`config.mk`:
```
export PLATFORM = sky130hd
export DESIGN_NAME = disp_msg_scheduler
export DESIGN_NICKNAME = d
export VERILOG_FILES = /design/src/rtl/disp_msg_scheduler.sv
export SDC_FILE = /design/constraint.sdc
export NUM_CORES = 1
export LEC_CHECK = 0
export CAP_MARGIN = 40
export CELL_PAD_IN_SITES_DETAIL_PLACEMENT = 0
export CELL_PAD_IN_SITES_GLOBAL_PLACEMENT = 1
export CORE_MARGIN = 10
export CORE_UTILIZATION = 25
export CTS_CLUSTER_SIZE = 20
export DETAILED_ROUTE_END_ITERATION = 12
export PLACE_DENSITY = 0.56
export SLEW_MARGIN = 10
export SYNTH_ARGS = -nofsm -noshare
export SYNTH_HDL_FRONTEND = slang
export SYNTH_SLANG_ARGS = --single-unit
```
`constraint.sdc`:
```
create_clock -name clk -period 7.28 [get_ports clk]
set_input_delay 1.092 -clock clk [delete_from_list [all_inputs] [get_ports clk]]
set_output_delay 1.092 -clock clk [all_outputs]
set_load 0.02 [all_outputs]
```
`src/rtl/disp_msg_scheduler.sv`:
```
// Display arbiter for the 4-digit mux: passes stopwatch digits or scrolls a buffered UART message.
// Build option: define DISP_MSG_LOOP_EN to repeat the scroll until abort or reset.
module disp_msg_scheduler #(
  parameter int TICK_DIV  = 12_500_000,
  parameter int MSG_DEPTH = 16
) (
  input  logic        clk,
  input  logic        reset_n,
  input  logic [23:0] sw_digits,
  input  logic        wr_valid,
  input  logic [4:0]  wr_data,
  input  logic        wr_last,
  output logic        wr_ready,
  input  logic        abort,
  output logic [5:0]  dig_0,
  output logic [5:0]  dig_1,
  output logic [5:0]  dig_2,
  output logic [5:0]  dig_3,
  output logic        busy
);

  localparam int LEN_W  = $clog2(MSG_DEPTH + 1);
  localparam int POS_W  = $clog2(MSG_DEPTH + 5);
  localparam int TICK_W = $clog2(TICK_DIV);
  localparam int IDX_W  = (MSG_DEPTH > 1) ? $clog2(MSG_DEPTH) : 1;

  localparam logic [1:0] S_IDLE   = 2'd0;
  localparam logic [1:0] S_FILL   = 2'd1;
  localparam logic [1:0] S_SCROLL = 2'd2;
  localparam logic [5:0] BLANK    = 6'd29;

  logic [1:0]        state;
  logic [LEN_W-1:0]  len;
  logic [POS_W-1:0]  pos;
  logic [TICK_W-1:0] tick;
  logic [4:0]        msg_buf [MSG_DEPTH];

  logic              accept;
  logic              commit;
  logic              last_tick;
  logic              end_frame;
  logic [LEN_W-1:0]  len_nxt;
  logic [IDX_W-1:0]  wr_idx;
  logic [23:0]       frame_p0;

  assign wr_ready  = (state == S_IDLE) || ((state == S_FILL) && (len < LEN_W'(MSG_DEPTH)));
  assign accept    = wr_valid && wr_ready && !abort;
  assign len_nxt   = (state == S_IDLE) ? LEN_W'(1) : len + LEN_W'(1);
  assign commit    = wr_last || (len_nxt == LEN_W'(MSG_DEPTH));
  assign wr_idx    = (state == S_IDLE) ? '0 : IDX_W'(len);
  assign last_tick = (tick == TICK_W'(TICK_DIV - 1));
  assign end_frame = last_tick && (pos == POS_W'(len) + POS_W'(4));

  // Virtual string: four blanks, the message, four blanks.
  function automatic logic [5:0] vchar(input int k, input int n);
    if (k < 4 || k >= 4 + n) return BLANK;
    return {1'b0, msg_buf[IDX_W'(k - 4)]};
  endfunction

  always_ff @(posedge clk) begin
    if (accept) msg_buf[wr_idx] <= wr_data;
  end

  always_ff @(posedge clk or negedge reset_n) begin
    if (!reset_n) begin
      state <= S_IDLE;
      len   <= '0;
      pos   <= '0;
      tick  <= '0;
      busy  <= 1'b0;
    end else if (abort) begin
      state <= S_IDLE;
      len   <= '0;
      pos   <= '0;
      tick  <= '0;
      busy  <= 1'b0;
    end else begin
      case (state)
        S_IDLE, S_FILL: begin
          if (accept) begin
            len <= len_nxt;
            if (commit) begin
              state <= S_SCROLL;
              pos   <= POS_W'(1);
              tick  <= '0;
              busy  <= 1'b1;
            end else begin
              state <= S_FILL;
            end
          end
        end
        S_SCROLL: begin
          if (last_tick) begin
            tick <= '0;
            if (end_frame) begin
`ifdef DISP_MSG_LOOP_EN
              pos <= POS_W'(1);
`else
              state <= S_IDLE;
              busy  <= 1'b0;
              len   <= '0;
              pos   <= '0;
`endif
            end else begin
              pos <= pos + POS_W'(1);
            end
          end else begin
            tick <= tick + TICK_W'(1);
          end
        end
        default: state <= S_IDLE;
      endcase
    end
  end

  // Stage p0: frame selected from the current scroll position
  always_comb begin
    frame_p0 = sw_digits;
    if (state == S_SCROLL)
      frame_p0 = {vchar(int'(pos),     int'(len)),
                  vchar(int'(pos) + 1, int'(len)),
                  vchar(int'(pos) + 2, int'(len)),
                  vchar(int'(pos) + 3, int'(len))};
  end

  // Stage p1: registered digits to the display mux
  always_ff @(posedge clk or negedge reset_n) begin
    if (!reset_n) begin
      dig_3 <= BLANK;
      dig_2 <= BLANK;
      dig_1 <= BLANK;
      dig_0 <= BLANK;
    end else begin
      {dig_3, dig_2, dig_1, dig_0} <= frame_p0;
    end
  end

endmodule

```
==> flow_summary.yaml, run 1 <==
synth:
  yosys_register_bits: 141
  synthMostInstantiatedCell: "sky130_fd_sc_hd__mux4_2"
  ys_async_sr_fraction_pct: 43.3
  synth.distinct_cells: 71
  synth_top_cell_area_share_pct: 27.3
  edff_count_synth: 80
  synth-seq-area-share_pct: 44.8
  synth_top_flop_cell: "sky130_fd_sc_hd__edfxtp_1"
  synthTopCellsByArea: "sky130_fd_sc_hd__edfxtp_1 (27%), sky130_fd_sc_hd__mux4_2 (26%), sky130_fd_sc_hd__dfrtp_1 (13%), sky130_fd_sc_hd__dfstp_2 (4.8%), sky130_fd_sc_hd__ha_1 (4.5%)"
  average_cell_area_after_synthesis_um2: 14.0
  synthesis.nets: 695
  syn_inst: 629
  netlist_top_cells_count: "sky130_fd_sc_hd__mux4_2 (100), sky130_fd_sc_hd__edfxtp_1 (80), sky130_fd_sc_hd__dfrtp_1 (45)"
  synth_area_leader_cell: "sky130_fd_sc_hd__edfxtp_1"
  syn_area_um2: 8810
  yosysWarnings: 0
route:
  dr_total_vias: 6107
  drt-total-wl_mm: 27.1
  drcViolationCount: 0
  count_of_nets_left_with_antenna_violations_after_detail_routing: 0
  route.detailed.wl_per_inst_um: 23.6
  post_drt_via_cell_ratio: 5.33
  drtPass1Iterations: 5
  drtIter0Drc: 461
die:
  fp.dieW_um: 208
  coreArea_um2: 34600
  die_area_um2: 43100
  io_pins: 60
  chipHeight_um: 208
  total_number_of_placement_rows: 68
  floorplan.initialDensity_pct: 25.4
power:
  power-per-cell-area_nw_per_um2: 269
  cellLeakagePower_nw: 3.67
  worst_ir_drop_vdd_mv: 0.152
clocking:
  post_cts_resize_count: 0
  cts_hold_repair.buffers: 0
  numClockSinks: 141
  worst_skew_pair_later_pin_latency_ns: 0.44
  cts_max_level: 4
  clock_root_buffer: "sky130_fd_sc_hd__clkbuf_16"
  numCtsBuffers: 17
  clk_transition_reported_paths_ns: 0.07
  cts-root-to-sink-buffers: 2
  post_cts_buffers: 0
  tritoncts_clock_tree: "built"
sta:
  layout_worst_path_cycle_share_pct: 48.0
  layout_setup_ws_ns: 3.78
  finalHoldViolCount: 0
  finalCriticalPeriod_ns: 3.50
  maxSlewHeadroom_pct: 40.0
  worstMarginPinSlew_ns: 0.901
  grt_setup_unrepaired: "false"
  fin_setup_tns_ns: 0
  max_freq_mhz: 286
  finalSetupViolCount: 0
  timing.clock.skew_ns: 0.00933
  finalMaxSlewViolations: 0
placement:
  detailedPlace.worstSlack_ns: 3.50
  postPlaceCellArea_um2: 9900
  place.port_buffers: 59
  place_hpwl_mm: 19.8
  gp_congestion: 0.835
global_route:
  grt_first_pass_wirelength_mm: 40.9
  number_of_global_route_vias_before_repair: 6080
  grt_start_max_net_pins: 57
  gr-usage-all-layers_pct: 12.5
  globalRouteOverflowTotal: 0
  initial_antenna_violation_count: 1
finish:
  finish.net_count: 743
  area_delta_synth_final_pct: 19.5
  layout.filler_cells: 3413
  post-route-cell-area_um2: 10500
  fin_util_pct: 30.4
  layout-drive-gt1-share_pct: 26.7
worst_setup_path:
  setup.worst_path.start_class: "register"
  crit_arrival_ns: 3.86
  required_ns: 7.64
  critPathMaxFanout: 36
  end_kind: "register"
  setup.worst_path.class: "register to register"
flow_run:
  drv_cap: 0
min_path:
  hold_class: "input port to asynchronous set/reset pin"
status:
  outcome: "finished clean"
==> critical path, stage by stage, from the launching register on <==
cell	delay, ns
sky130_fd_sc_hd__dfrtp_4	0.81
sky130_fd_sc_hd__inv_1	0.21
sky130_fd_sc_hd__ha_2	0.58
sky130_fd_sc_hd__buf_4	0.50
sky130_fd_sc_hd__mux4_2	0.58
sky130_fd_sc_hd__mux4_2	0.52
sky130_fd_sc_hd__o22a_1	0.18
==> logic make-up after synthesis <==
group           synth area share, %
fa+ha+maj                      4.55
simple gates                   9.33
xor+xnor                      0.994
mux                            26.3
compound gates                 10.9
flops                          44.8
buf+inv                        3.11
==> stage by stage <==
step           power [mW]  std cells  hold WS, ns
2_1_floorplan        1.64        629        0.501
3_3_place_gp         1.93       1108        0.531
3_5_place_dp         1.93       1113        0.549
4_1_cts              2.86       1145        0.543
5_1_grt              2.96       1146        0.558
6_report             2.83       1146        0.556
==> power breakdown <==
part           internal, mW  total (mW)  switching (mW)
Sequential            0.898       0.955          0.0572
Combinational         0.492       0.951           0.459
Clock                 0.524       0.927           0.403
Total                  1.91        2.83           0.919
==> path summary, 6_finish.rpt <==
| check | endpoint | slack [ns] | from | cells past startpoint |
|---|---|---|---|---|
| max | dig_2[2] | 3.78 | pos[0] | 6 |
| min | state[0] | 0.56 | reset_n | 2 |
| max reg2reg | dig_2[2] | 3.78 | pos[0] | 6 |
| min reg2reg | tick[21] | 0.56 | tick[21] | 2 |
| max in group asynchronous | dig_3[4] | 6.16 | reset_n | 3 |
| min in group clk | tick[21] | 0.56 | tick[21] | 2 |
==> routing by layer <==
layer | up-vias | track usage [%] | routed length (um)
li1 | 2674 | - | -
met1 | 3190 | 16.0 | 11700
met5 | - | 1.38 | 76
met2 | 210 | 19.7 | 13200
met3 | 31 | 3.43 | 1720
met4 | 2 | 4.11 | 459
==> placed cells by master, fill, tap and decap left out, types with 22 or more instances in the layout <==
master                            count
sky130_fd_sc_hd__mux4_2             100
sky130_fd_sc_hd__o21ai_0             22
sky130_fd_sc_hd__a21oi_1             25
sky130_fd_sc_hd__edfxtp_1            80
sky130_fd_sc_hd__nor2_1              26
sky130_fd_sc_hd__inv_1               22
sky130_fd_sc_hd__nand2_1             29
sky130_fd_sc_hd__ha_1                31
sky130_fd_sc_hd__dfrtp_1             43
sky130_fd_sc_hd__clkdlybuf4s50_1     58
==> state kept, by name, summed over array words and instances (netlist names), 2 cells and up <==
name / cells
msg_buf: 80
tick: 24
dig_0: 6
dig_1: 6
dig_2: 6
dig_3: 6
len: 5
pos: 5
state: 2
==> layout make-up <==
| type | instances | area (um2) | share of cell area (%) |
|---|---|---|---|
| multi-input cells | 424 | 4600 | 43.7 |
| clock buffers | 17 | 425 | 4.04 |
| diodes | 1 | 2.50 | 0.0238 |
| inverters | 22 | 82.6 | 0.785 |
| clock inverters | 15 | 190 | 1.81 |
| repair buffers | 71 | 696 | 6.61 |
| well taps | 455 | 569 | 5.41 |
| flip-flops and latches | 141 | 3950 | 37.6 |
No activity file was read; power rests on OpenSTA's default activity.
==> run 2, diff against run 1 <==
--- a/config.mk
+++ b/config.mk
@@ -12,7 +12,7 @@
 export CORE_UTILIZATION = 25
 export CTS_CLUSTER_SIZE = 20
 export DETAILED_ROUTE_END_ITERATION = 12
-export PLACE_DENSITY = 0.56
+export PLACE_DENSITY = 0.58
 export SLEW_MARGIN = 10
 export SYNTH_ARGS = -nofsm -noshare
 export SYNTH_HDL_FRONTEND = slang
==> constraint.sdc (replaced) <==
create_clock -name clk -period 2.8 [get_ports clk]
set_input_delay 0.42 -clock clk [delete_from_list [all_inputs] [get_ports clk]]
set_output_delay 0.42 -clock clk [all_outputs]
set_load 0.02 [all_outputs]
==> flow_summary.yaml, run 2 (synthesis results as in run 1) <==
sta:
  max_freq_mhz: 380
  fin_setup_tns_ns: 0
  grt_setup_unrepaired: "false"
  layout_worst_path_cycle_share_pct: 94.0
  worstMarginPinSlew_ns: 0.644
  finalMaxSlewViolations: 0
  maxSlewHeadroom_pct: 56.9
  finalHoldViolCount: 0
  finalSetupViolCount: 0
  finalCriticalPeriod_ns: 2.63
  timing.clock.skew_ns: 0.00905
placement:
  gp_congestion: 0.798
  place_hpwl_mm: 19.3
  place.port_buffers: 59
worst_setup_path:
  cpPeakStageDelay_ns: 0.51
  critical_path.slowest_cell: "sky130_fd_sc_hd__dfrtp_4"
  crit_arrival_ns: 2.97
  required_ns: 3.14
  setup.worst_path.start_class: "register"
  critical_path.n_buffers_inverters: 1
  path_delay_family: "compound AO/OA/AOI/OAI gates"
  timing.critical_path.cells: "inv_1 -> ha_2 -> nand2b_1 -> xnor2_1 -> ha_1 -> a21o_1 -> a211oi_1 -> o21ai_0 -> o21bai_1 -> o22a_1"
  critPathMaxFanout: 5
  setup.worst_path.class: "register to register"
  end_kind: "register"
finish:
  antenna_cells: 0
  layout-drive-gt1-share_pct: 30.8
  largest_reg_flops: 80
  biggestRegsByFlops: "msg_buf (80), tick (24)"
  layout.filler_cells: 3393
  finish.net_count: 790
  most_used_cells_in_the_layout_excluding_fill_and_tap_cells: "sky130_fd_sc_hd__mux4_2 (100), sky130_fd_sc_hd__edfxtp_1 (80), sky130_fd_sc_hd__clkdlybuf4s50_1 (58)"
  area_delta_synth_final_pct: 23.5
  register_ranked_first_by_flip_flop_count: "msg_buf"
  leading_cell_type_in_the_layout_fill_and_taps_excluded: "sky130_fd_sc_hd__mux4_2"
min_path:
  hold_class: "input port to asynchronous set/reset pin"
die:
  floorplan.initialDensity_pct: 25.4
  io_pins: 60
  total_number_of_placement_rows: 68
  coreArea_um2: 34600
  die_area_um2: 43100
  chipHeight_um: 208
  fp.dieW_um: 208
route:
  dr_total_vias: 6229
  drcViolationCount: 0
  drtIter0Drc: 554
  route.detailed.wl_per_inst_um: 21.8
  count_of_nets_left_with_antenna_violations_after_detail_routing: 0
  drtPass1Iterations: 5
  drt-total-wl_mm: 25.9
  post_drt_via_cell_ratio: 5.23
power:
  power-per-cell-area_nw_per_um2: 676
  overall_power_after_layout_mw: 7.35
  worst_ir_drop_vdd_mv: 0.908
  cellLeakagePower_nw: 3.91
clocking:
  numClockSinks: 141
  worst_skew_pair_later_pin_latency_ns: 0.42
  cts_max_level: 4
  clock_root_buffer: "sky130_fd_sc_hd__clkbuf_16"
  numCtsBuffers: 17
  clk_transition_reported_paths_ns: 0.06
  tritoncts_clock_tree: "built"
  cts-root-to-sink-buffers: 2
global_route:
  number_of_global_route_vias_before_repair: 6285
  gr-usage-all-layers_pct: 12.0
  grt_start_max_net_pins: 83
  initial_antenna_violation_count: 0
  globalRouteOverflowTotal: 0
  grt_first_pass_wirelength_mm: 40.2
status:
  outcome: "finished clean"
flow_run:
  drv_cap: 0
-- run 2: cell types whose count changed in the layout (fill, tap and decap cells not counted), sizes merged --
cell and change:
buf +46, inv -3, clkbuf +2, clkinv +1
diode -1, dlygate4sd3 +1
-- run 2: repair_timing --
action	4_1_cts	5_1_grt
gates resized for setup	0	0
hold endpoints to repair	10	0
buffers inserted	0	0
hold buffers	1	0
-- run 2: per-stage QoR --
stage / setup WS (ns) / area [um2] / hold WS [ns] / utilization (%) / std cells
after floorplan: 0.00633 / 8850 / 0.124 / - / 629
after global placement: 0.117 / 10300 / 0.367 / 29.7 / 1159
after detailed placement: 0.179 / 10300 / 0.372 / 29.7 / 1159
after CTS: 0.161 / 10900 / 0.455 / 31.4 / 1192
after global routing: 0.0101 / 10900 / 0.501 / 31.4 / 1192
final: 0.167 / 10900 / 0.448 / 31.4 / 1192
-- run 2: path summary, 6_finish.rpt --
kind                         start  endpoint  slack, ns  depth (start not counted)
max                         pos[0]  dig_0[3]       0.17                         10
min                        reset_n   tick[9]       0.45                          2
max reg2reg                 pos[0]  dig_0[3]       0.17                         10
min reg2reg                   busy      busy       0.50                          2
max in group asynchronous  reset_n  dig_2[2]       1.66                          3
min in group clk              busy      busy       0.50                          2
-- run 2: cell type report --
type / count / area [um2] / area share, %
Multi-Input combinational cell: 424 / 4600 / 42.3
Sequential cell: 141 / 3950 / 36.4
Inverter: 22 / 82.6 / 0.759
Clock inverter: 13 / 153 / 1.40
Clock buffer: 19 / 433 / 3.98
Tap cell: 455 / 569 / 5.23
Timing Repair Buffer: 118 / 1080 / 9.94
-- run 2: worst reg2reg max path: stages (launching register included) --
cell                       delay [ns]
sky130_fd_sc_hd__dfrtp_4         0.51
sky130_fd_sc_hd__inv_1           0.15
sky130_fd_sc_hd__ha_2            0.22
sky130_fd_sc_hd__nand2b_1        0.13
sky130_fd_sc_hd__xnor2_1         0.16
sky130_fd_sc_hd__ha_1            0.29
sky130_fd_sc_hd__a21o_1          0.18
sky130_fd_sc_hd__a211oi_1        0.21
sky130_fd_sc_hd__o21ai_0         0.12
sky130_fd_sc_hd__o21bai_1        0.32
sky130_fd_sc_hd__o22a_1          0.27
-- run 2: metal layers --
layer / track usage [%] / wire length [um] / vias to the layer above
met5: 0 / 0 / -
met4: 3.41 / 395 / 0
met3: 2.17 / 1420 / 23
met2: 19.9 / 12800 / 184
met1: 15.5 / 11300 / 3256
li1: - / - / 2766
-- run 2: report_power, final --
group          switching [mW]  total, mW  internal (mW)
clock network           0.953       2.29           1.34
logic                    1.30       2.67           1.36
registers              0.0562       2.39           2.34
total                    2.31       7.35           5.04
==> run 3, diff against run 2 <==
--- a/config.mk
+++ b/config.mk
@@ -10,8 +10,8 @@
 export CELL_PAD_IN_SITES_GLOBAL_PLACEMENT = 1
 export CORE_MARGIN = 10
 export CORE_UTILIZATION = 25
-export CTS_CLUSTER_SIZE = 20
 export DETAILED_ROUTE_END_ITERATION = 12
+export GPL_ROUTABILITY_DRIVEN = 0
 export PLACE_DENSITY = 0.58
 export SLEW_MARGIN = 10
 export SYNTH_ARGS = -nofsm -noshare
==> results of run 3 <==
The final DEF is identical to that of run 2; final timing and power are the same.
